==> config.mk <==
export PLATFORM = sky130hd
export DESIGN_NAME = div_sequencer
export DESIGN_NICKNAME = d
export VERILOG_FILES = /design/src/rtl/div_sequencer.sv
export SDC_FILE = /design/constraint.sdc
export NUM_CORES = 1
export LEC_CHECK = 0
export BUFFER_PORTS_ARGS = -buffer_cell sky130_fd_sc_hd__buf_2
export CAP_MARGIN = 30
export CORE_MARGIN = 5
export CORE_UTILIZATION = 27
export CTS_BUF_LIST = sky130_fd_sc_hd__clkbuf_4 sky130_fd_sc_hd__clkbuf_8
export CTS_CLUSTER_DIAMETER = 30
export DETAILED_ROUTE_END_ITERATION = 12
export GPL_TIMING_DRIVEN = 1
export PLACE_DENSITY_LB_ADDON = 0.3
export SLEW_MARGIN = 20
export SYNTH_ARGS = -nofsm -noshare
export SYNTH_HDL_FRONTEND = slang
export SYNTH_SLANG_ARGS = --single-unit
==> constraint.sdc <==
create_clock -name clk_i -period 3.8 [get_ports clk_i]
set_clock_uncertainty 0.15 [all_clocks]
set_input_delay 0.38 -clock clk_i [delete_from_list [all_inputs] [get_ports clk_i]]
set_output_delay 0.38 -clock clk_i [all_outputs]
set_load 0.005 [all_outputs]
==> src/rtl/div_sequencer.sv <==
// rtl/div_sequencer.sv - multi-cycle RV32M DIV/DIVU/REM/REMU sequencer
//
// Ports:
//   clk_i      sole clock, rising edge
//   reset_i    synchronous active-high reset, highest priority
//   start_i    request strobe, sampled only in IDLE
//   flush_i    synchronous abort, below reset, above everything else
//   funct3_i   100 DIV, 101 DIVU, 110 REM, 111 REMU; bit 2 low ignores start_i
//   data1_i    dividend, sampled with start_i
//   data2_i    divisor, sampled with start_i
//   busy_o     high in every state except IDLE
//   done_o     one-cycle pulse, result_o valid while high
//   result_o   quotient or remainder, held until the next done_o

module div_sequencer (
    input  logic        clk_i,
    input  logic        reset_i,
    input  logic        start_i,
    input  logic        flush_i,
    input  logic [2:0]  funct3_i,
    input  logic [31:0] data1_i,
    input  logic [31:0] data2_i,
    output logic        busy_o,
    output logic        done_o,
    output logic [31:0] result_o
);

    typedef enum logic [1:0] {
        S_IDLE   = 2'd0,
        S_ITER   = 2'd1,
        S_FIX    = 2'd2,
        S_FINISH = 2'd3
    } state_t;

    state_t      state_q, state_d;

    logic        op_signed_q, op_signed_d;
    logic        op_rem_q,    op_rem_d;
    logic        neg1_q,      neg1_d;
    logic        neg2_q,      neg2_d;
    logic [31:0] rem_q,       rem_d;
    logic [31:0] quo_q,       quo_d;
    logic [31:0] dvsr_q,      dvsr_d;
    logic [5:0]  cnt_q,       cnt_d;
    logic [31:0] result_q,    result_d;

    // Request decode in IDLE
    logic        accept;
    logic        in_signed;
    logic        in_rem;
    logic        in_neg1;
    logic        in_neg2;
    logic [31:0] abs1;
    logic [31:0] abs2;
    logic        div_zero;
    logic        overflow;
    logic        special;
    logic [31:0] special_result;

    // Iteration and sign fix-up
    logic [32:0] trial_rem;
    logic [32:0] trial_diff;
    logic        q_neg;
    logic        r_neg;
    logic [31:0] quo_fixed;
    logic [31:0] rem_fixed;

    always_comb begin
        // A flush in the same cycle as start wins, so the request is dropped.
        accept    = (state_q == S_IDLE) && start_i && funct3_i[2] && !flush_i;
        in_signed = ~funct3_i[0];
        in_rem    = funct3_i[1];
        in_neg1   = in_signed & data1_i[31];
        in_neg2   = in_signed & data2_i[31];
        abs1      = in_neg1 ? (32'd0 - data1_i) : data1_i;
        abs2      = in_neg2 ? (32'd0 - data2_i) : data2_i;
        div_zero  = (data2_i == 32'd0);
        overflow  = in_signed && (data1_i == 32'h8000_0000) && (data2_i == 32'hFFFF_FFFF);
        special   = div_zero | overflow;
        if (div_zero) begin
            special_result = in_rem ? data1_i : 32'hFFFF_FFFF;
        end else begin
            special_result = in_rem ? 32'd0 : 32'h8000_0000;
        end
    end

    always_comb begin
        // The shifted partial remainder can reach 2*divisor-1, hence 33 bits.
        trial_rem  = {rem_q, quo_q[31]};
        trial_diff = trial_rem - {1'b0, dvsr_q};
        q_neg      = op_signed_q & (neg1_q ^ neg2_q);
        r_neg      = op_signed_q & neg1_q;
        quo_fixed  = q_neg ? (32'd0 - quo_q) : quo_q;
        rem_fixed  = r_neg ? (32'd0 - rem_q) : rem_q;
    end

    // FSM: state register
    always_ff @(posedge clk_i) begin
        if (reset_i) begin
            state_q <= S_IDLE;
        end else begin
            state_q <= state_d;
        end
    end

    // FSM: next state
    always_comb begin
        state_d = state_q;
        case (state_q)
            S_IDLE: begin
                if (accept) begin
                    state_d = special ? S_FINISH : S_ITER;
                end
            end
            S_ITER: begin
                if (cnt_q == 6'd31) begin
                    state_d = S_FIX;
                end
            end
            S_FIX:    state_d = S_FINISH;
            S_FINISH: state_d = S_IDLE;
            default:  state_d = S_IDLE;
        endcase
        if (flush_i) begin
            state_d = S_IDLE;
        end
    end

    // FSM: outputs, decoded from registered state only
    always_comb begin
        busy_o   = (state_q != S_IDLE);
        done_o   = (state_q == S_FINISH);
        result_o = result_q;
    end

    // Datapath next state
    always_comb begin
        op_signed_d = op_signed_q;
        op_rem_d    = op_rem_q;
        neg1_d      = neg1_q;
        neg2_d      = neg2_q;
        rem_d       = rem_q;
        quo_d       = quo_q;
        dvsr_d      = dvsr_q;
        cnt_d       = cnt_q;
        result_d    = result_q;

        // A flushed operation must leave result_q untouched.
        if (!flush_i) begin
            case (state_q)
                S_IDLE: begin
                    if (accept) begin
                        op_signed_d = in_signed;
                        op_rem_d    = in_rem;
                        neg1_d      = in_neg1;
                        neg2_d      = in_neg2;
                        rem_d       = 32'd0;
                        quo_d       = abs1;
                        dvsr_d      = abs2;
                        cnt_d       = 6'd0;
                        if (special) begin
                            result_d = special_result;
                        end
                    end
                end
                S_ITER: begin
                    if (!trial_diff[32]) begin
                        rem_d = trial_diff[31:0];
                        quo_d = {quo_q[30:0], 1'b1};
                    end else begin
                        rem_d = trial_rem[31:0];
                        quo_d = {quo_q[30:0], 1'b0};
                    end
                    cnt_d = cnt_q + 6'd1;
                end
                S_FIX: begin
                    result_d = op_rem_q ? rem_fixed : quo_fixed;
                end
                default: ;
            endcase
        end
    end

    always_ff @(posedge clk_i) begin
        if (reset_i) begin
            op_signed_q <= 1'b0;
            op_rem_q    <= 1'b0;
            neg1_q      <= 1'b0;
            neg2_q      <= 1'b0;
            rem_q       <= 32'd0;
            quo_q       <= 32'd0;
            dvsr_q      <= 32'd0;
            cnt_q       <= 6'd0;
            result_q    <= 32'd0;
        end else begin
            op_signed_q <= op_signed_d;
            op_rem_q    <= op_rem_d;
            neg1_q      <= neg1_d;
            neg2_q      <= neg2_d;
            rem_q       <= rem_d;
            quo_q       <= quo_d;
            dvsr_q      <= dvsr_d;
            cnt_q       <= cnt_d;
            result_q    <= result_d;
        end
    end

endmodule

==> results of run 1 <==
-- layout make-up --
type	count	area, µm²	area share [%]
antenna	1	2.50	0.0202
clock buffer	19	262	2.11
clock inverter	12	135	1.09
inverter	55	206	1.67
multi-input combinational	1180	7400	59.8
sequential	140	2800	22.7
tap	525	657	5.31
timing repair buffer	154	911	7.36
-- path summary, 6_finish.rpt --
check | start | end | depth (start not counted)
setup / recovery | quo_q[31] | rem_q[28] | 13
hold / removal | data2_i[1] | dvsr_q[1] | 3
setup reg to reg | quo_q[31] | rem_q[28] | 13
hold reg to reg | dvsr_q[16] | dvsr_q[16] | 2
-- placed cells by master, fill, tap and decap left out, types with 9 or more instances in the layout --
master | Yosys | routed
xnor2_1 | 83 | 83
o311ai_0 | 10 | 10
a311oi_1 | 11 | 11
o41ai_1 | 10 | 10
o211ai_1 | 23 | 23
nand4_1 | 18 | 18
o21ai_0 | 116 | 116
xor2_1 | 64 | 64
nor2b_1 | 9 | 9
or4_1 | 12 | 12
a41oi_1 | 9 | 9
a211oi_1 | 35 | 34
nor2_1 | 155 | 152
inv_1 | 55 | 55
a21oi_1 | 118 | 118
and2_1 | 10 | 10
o31ai_1 | 19 | 19
mux2i_1 | 30 | 30
a21o_1 | 16 | 16
ha_1 | 42 | 41
or3_1 | 10 | 10
o221ai_1 | 10 | 10
nand3_1 | 14 | 14
clkbuf_8 | 0 | 19
a31oi_1 | 15 | 15
buf_4 | 2 | 50
buf_2 | 9 | 103
nand2b_1 | 17 | 17
nor4_1 | 12 | 12
nand2_1 | 199 | 199
nor3_1 | 32 | 31
dfxtp_1 | 140 | 140
-- kinds of logic after synthesis --
group | count (synthesis) | synth area share [%]
buffers and inverters | 149 | 5.40
AOI/OAI and AO/OA | 436 | 25.7
adders and majority gates | 43 | 5.08
xor gates and xnor gates | 148 | 12.1
and+or+nand+nor | 522 | 22.6
DFF | 140 | 26.1
muxes | 31 | 2.90
-- worst max-delay path, stage by stage (launching register included) --
cell      delay [ns]
dfxtp_1         0.34
inv_1           0.08
ha_1            0.23
fa_1            0.40
nand2b_1        0.18
a21oi_1         0.25
o21ai_1         0.18
a211oi_2        0.25
nor2_1          0.08
a221o_1         0.41
xnor2_4         0.27
buf_4           0.19
mux2_2          0.32
o21ai_0         0.12
-- metal layers --
| layer | part of all wire (%) | track usage (%) | vias up | wire length [µm] |
|---|---|---|---|---|
| li1 | - | - | 5403 | - |
| met1 | 49 | 23.0 | 5105 | 17800 |
| met2 | 44 | 25.4 | 285 | 16300 |
| met3 | 5.0 | 2.80 | 44 | 1840 |
| met4 | 2.0 | 4.66 | 0 | 721 |
| met5 | 0 | 0 | - | 0 |
-- registers in the layout (all words and copies together), names as in the netlist --
register,flops
neg1_q,1
dvsr_q,32
state_q,2
rem_q,32
op_rem_q,1
cnt_q,6
result_o,32
quo_q,32
op_signed_q,1
neg2_q,1
-- stage by stage --
stage,area (µm²),instances
after CTS,12400,2084
final,12400,2086
after floorplan,10700,1469
after detailed placement,12000,2053
after global placement,12000,2052
after global routing,12400,2086
-- timing repair --
action	CTS	global route
gates resized for setup	0	1
setup endpoints to repair	0	29
buffers inserted	0	1
-- report_power, final --
group	total, W	switching (W)	internal [W]
clock network	0.00129	0.000670	0.000620
logic	0.000862	0.000529	0.000333
registers	0.00154	0.0000401	0.00150
total	0.00370	0.00124	0.00246
==> results_dict.tcl, run 1 <==
set metrics [dict create \
    status "finished, final reports clean" \
    clk_latency_ns 0.50 \
    ys_async_sr_fraction_pct 0 \
    ant_nets 0 \
    cts_root_buffer "clkbuf_8" \
    layout-drive-gt1-share_pct 13.8 \
    synth-edff-count 0 \
    grt_usage_pct 16.2 \
    coreArea_um2 39500 \
    yosysUniqueCellTypes 70 \
    nets 1662 \
    drv_slew 0 \
    end_kind "register" \
    drcViolationCount 0 \
    ys_seq_area_share_pct 26.1 \
    cts_tree "built" \
    grt_overflow 0 \
    fin_util_pct 31.3 \
    die_h_um 209 \
    ys_warn_count 0 \
    synth_seq_cells 140 \
    path_class "register to register" \
    synthTopCellsByArea "dfxtp_1 (26%), nand2_1 (7.0%), xnor2_1 (6.8%)" \
    drtIter0Drc 788 \
    min_period_over_period_pct 92.7 \
    synth.avg_cell_area_um2 7.31 \
    maxCapViolCount 0 \
    cts.sinks 140 \
    viasPerCell 5.20 \
    cp.required_ns 4.09 \
    slew_headroom_pct 37.6 \
    yosysMostFrequentCell "nand2_1" \
    power_density_nw_per_um2 299 \
    tightest_slew_ns 0.924 \
    period_needed_ns 3.52 \
    cts_buffer_depth 2 \
    syn-num-nets 1583 \
    synthCells 1469 \
    io_buffer_count 104 \
    vias 10800 \
    area_growth_pct 15.3 \
    grt_pass1_wl_um 57400 \
    clkTransAtPathRegs_ns 0.10 \
    rsz0062_at_grt "false" \
    power.total_w 0.00370 \
    finalSetupTns_ns 0 \
    grt_pass1_vias 10300 \
    regToRegSetupSlack_ns 0.28 \
    fmax_ghz 0.284 \
    layout_setup_ws_ns 0.277 \
    startpoint_type "register" \
    hp-class "primary input to register" \
    synth_top_flop_cell "dfxtp_1" \
    crit_arrival_ns 3.81 \
    wl_um 36600 \
    htreeDepth 4 \
    die-area_um2 43800 \
    dp_hpwl_um 28400 \
    io_pins 105 \
    gp_congestion 0.876 \
    routedWlPerCell_um 17.5 \
    die_w_um 209 \
    cts.hold.buffers_added 0 \
    filler_cell_count 4305 \
    leakage_nw 4.55 \
    grt_max_degree 76 \
    synthTopCellsByCount "nand2_1 (199), nor2_1 (155), dfxtp_1 (140)" \
    row_count 73 \
    setup-violations-final 0 \
    worst_hold_slack_ns 0.0446 \
    antenna_found_initial 2 \
    start_util_pct 27.1 \
    yosys.area.top_type_share_pct 26.1 \
    numCtsBuffers 17 \
    drtPass1Iterations 5 \
    finalHoldViolCount 0 \
    post-place-ws_ns 0.174 \
    vdd_drop_max_v 0.000223 \
    worst-path-max-fanout 5 \
    synth_top_area_cell "dfxtp_1" \
    synth_area_um2 10700 \
]
Power figures use the tool's default switching activity.
==> inputs of run 2 (changes only) <==
--- a/config.mk
+++ b/config.mk
@@ -8,7 +8,7 @@
 export BUFFER_PORTS_ARGS = -buffer_cell sky130_fd_sc_hd__buf_2
 export CAP_MARGIN = 30
 export CORE_MARGIN = 5
-export CORE_UTILIZATION = 27
+export CORE_UTILIZATION = 60
 export CTS_BUF_LIST = sky130_fd_sc_hd__clkbuf_4 sky130_fd_sc_hd__clkbuf_8
 export CTS_CLUSTER_DIAMETER = 30
 export DETAILED_ROUTE_END_ITERATION = 12
==> run 2 against run 1 <==
Critical path depth stayed put. Design area is 3.3% lower. Flip-flop and latch count stayed put. Cell count is 15% lower. Clock power is 7% higher. Core utilization is 36 points higher. Largest cell class unchanged. First-iteration DRC count is 46% higher. Wire length is 13% lower. Clock-buffer cell count is 1 lower. Power is 2.0% higher. Sequential power hardly changed.
==> results_dict.tcl, run 2 (synthesis gave the netlist of run 1 again) <==
set metrics [dict create \
    status "finished, final reports clean" \
    leakage_nw 4.50 \
    gp_congestion 0.951 \
    rsz0062_at_grt "false" \
    htreeDepth 4 \
    area_growth_pct 11.4 \
    worst-path-max-fanout 4 \
    grt_pass1_wl_um 51300 \
    ant_nets 0 \
    end_kind "register" \
    met3_length_um 2390 \
    viasPerCell 6.25 \
    final_cell_mix "nand2_1 (199), nor2_1 (152), dfxtp_1 (140)" \
    maxCapViolCount 0 \
    clkTransAtPathRegs_ns 0.08 \
    n_antenna_cell 0 \
    finalHoldViolCount 0 \
    cp.required_ns 4.03 \
    die_w_um 144 \
    fin_cells 1778 \
    startpoint_type "register" \
    slew_headroom_pct 46.4 \
    power.total_w 0.00377 \
    crit_family "compound AO/OA/AOI/OAI gates" \
    grt_overflow 0 \
    coreArea_um2 17800 \
    grt_pass1_vias 10000 \
    antenna_found_initial 1 \
    multi_input_area_um2 7390 \
    path_class "register to register" \
    routedWlPerCell_um 18.0 \
    crit_path_max_incr_delay_ns 0.42 \
    power_density_nw_per_um2 315 \
    numCtsBuffers 17 \
    dp_hpwl_um 23900 \
    dp.cells 1744 \
    cts.hold.buffers_added 0 \
    layout-drive-gt1-share_pct 13.2 \
    final_common_cell "nand2_1" \
    row_count 49 \
    min_period_over_period_pct 92.4 \
    cp_slowest_cell "a221o_1" \
    fmax_ghz 0.285 \
    finalSetupTns_ns 0 \
    cts.sinks 140 \
    start_util_pct 60.4 \
    cts_root_buffer "clkbuf_8" \
    io_buffer_count 104 \
    met1_length_um 14400 \
    cts_buffer_depth 2 \
    highest_layer "met5" \
    hp-class "primary input to register" \
    drtPass1Iterations 6 \
    clk_latency_ns 0.47 \
    dr_wl_met2_um 14200 \
    nets 1651 \
    tightest_slew_ns 0.802 \
    period_needed_ns 3.51 \
    grt_usage_pct 30.7 \
    drv_slew 0 \
    io_pins 105 \
    wl_um 31900 \
    dpl_cell_area_um2 11500 \
    setup-violations-final 0 \
    vias 11100 \
    filler_cell_count 1576 \
    die_h_um 144 \
    grt_max_degree 66 \
    drcViolationCount 0 \
    cts_tree "built" \
    drtIter0Drc 1152 \
    die-area_um2 20700 \
    crit_arrival_ns 3.74 \
    seqCellArea_um2 2800 \
    vdd_drop_max_v 0.000228 \
    crit_chain "inv_1 > ha_1 > fa_1 > nand2b_1 > a21oi_1 > o21ai_1 > a211oi_2 > nor2_1 > a221o_1 > xnor2_4 > buf_4 > mux2_2 > o21ai_0" \
    fin_area_um2 12000 \
    path_buf_inv 2 \
]
## run 2: changes by cell type in the layout (fill, tap and decap cells not counted), sizes merged
cell,delta
buf,-11
bufinv,+2
clkbuf,-1
clkinv,-1
clkinvlp,+1
diode,-1
inv,-1
## run 2: timing repair
item	in CTS	in global routing
resized for setup	0	1
endpoints found under the setup margin	0	27
setup buffers	0	2
## run 2: layout make-up
cell class	instances	area share, %
repair buffers	143	7.03
inverters	55	1.73
flip-flops and latches	140	23.4
clock inverters	13	1.58
multi-input cells	1180	61.8
well taps	229	2.40
clock buffers	18	2.07
## run 2: final timing paths
check | startpoint | end | slack (ns) | cells past startpoint
worst max-delay path | quo_q[31] | rem_q[28] | 0.29 | 13
worst min-delay path | flush_i | state_q[1] | 0.06 | 2
worst max register to register | quo_q[31] | rem_q[28] | 0.29 | 13
worst min register to register | dvsr_q[26] | dvsr_q[26] | 0.31 | 2
## run 2: layer usage
metal	global-route usage [%]	vias up
met5	0	-
li1	-	5380
met1	43.8	5175
met4	10.9	2
met2	47.0	479
met3	4.93	76
## run 2: power by group
group	switching, W	total (W)	internal (W)
clock	0.000643	0.00138	0.000735
combinational	0.000518	0.000849	0.000331
sequential	0.0000405	0.00155	0.00150
## run 2: through the flow
step	setup slack (ns)	hold WS [ns]	util, %
6_report	0.289	0.0582	67.3
5_1_grt	0.0244	0.0584	67.3
4_1_cts	0.182	0.0359	67.1
3_5_place_dp	0.213	0.298	64.7
3_3_place_gp	0.319	0.289	64.7
2_1_floorplan	0.571	0.282	-
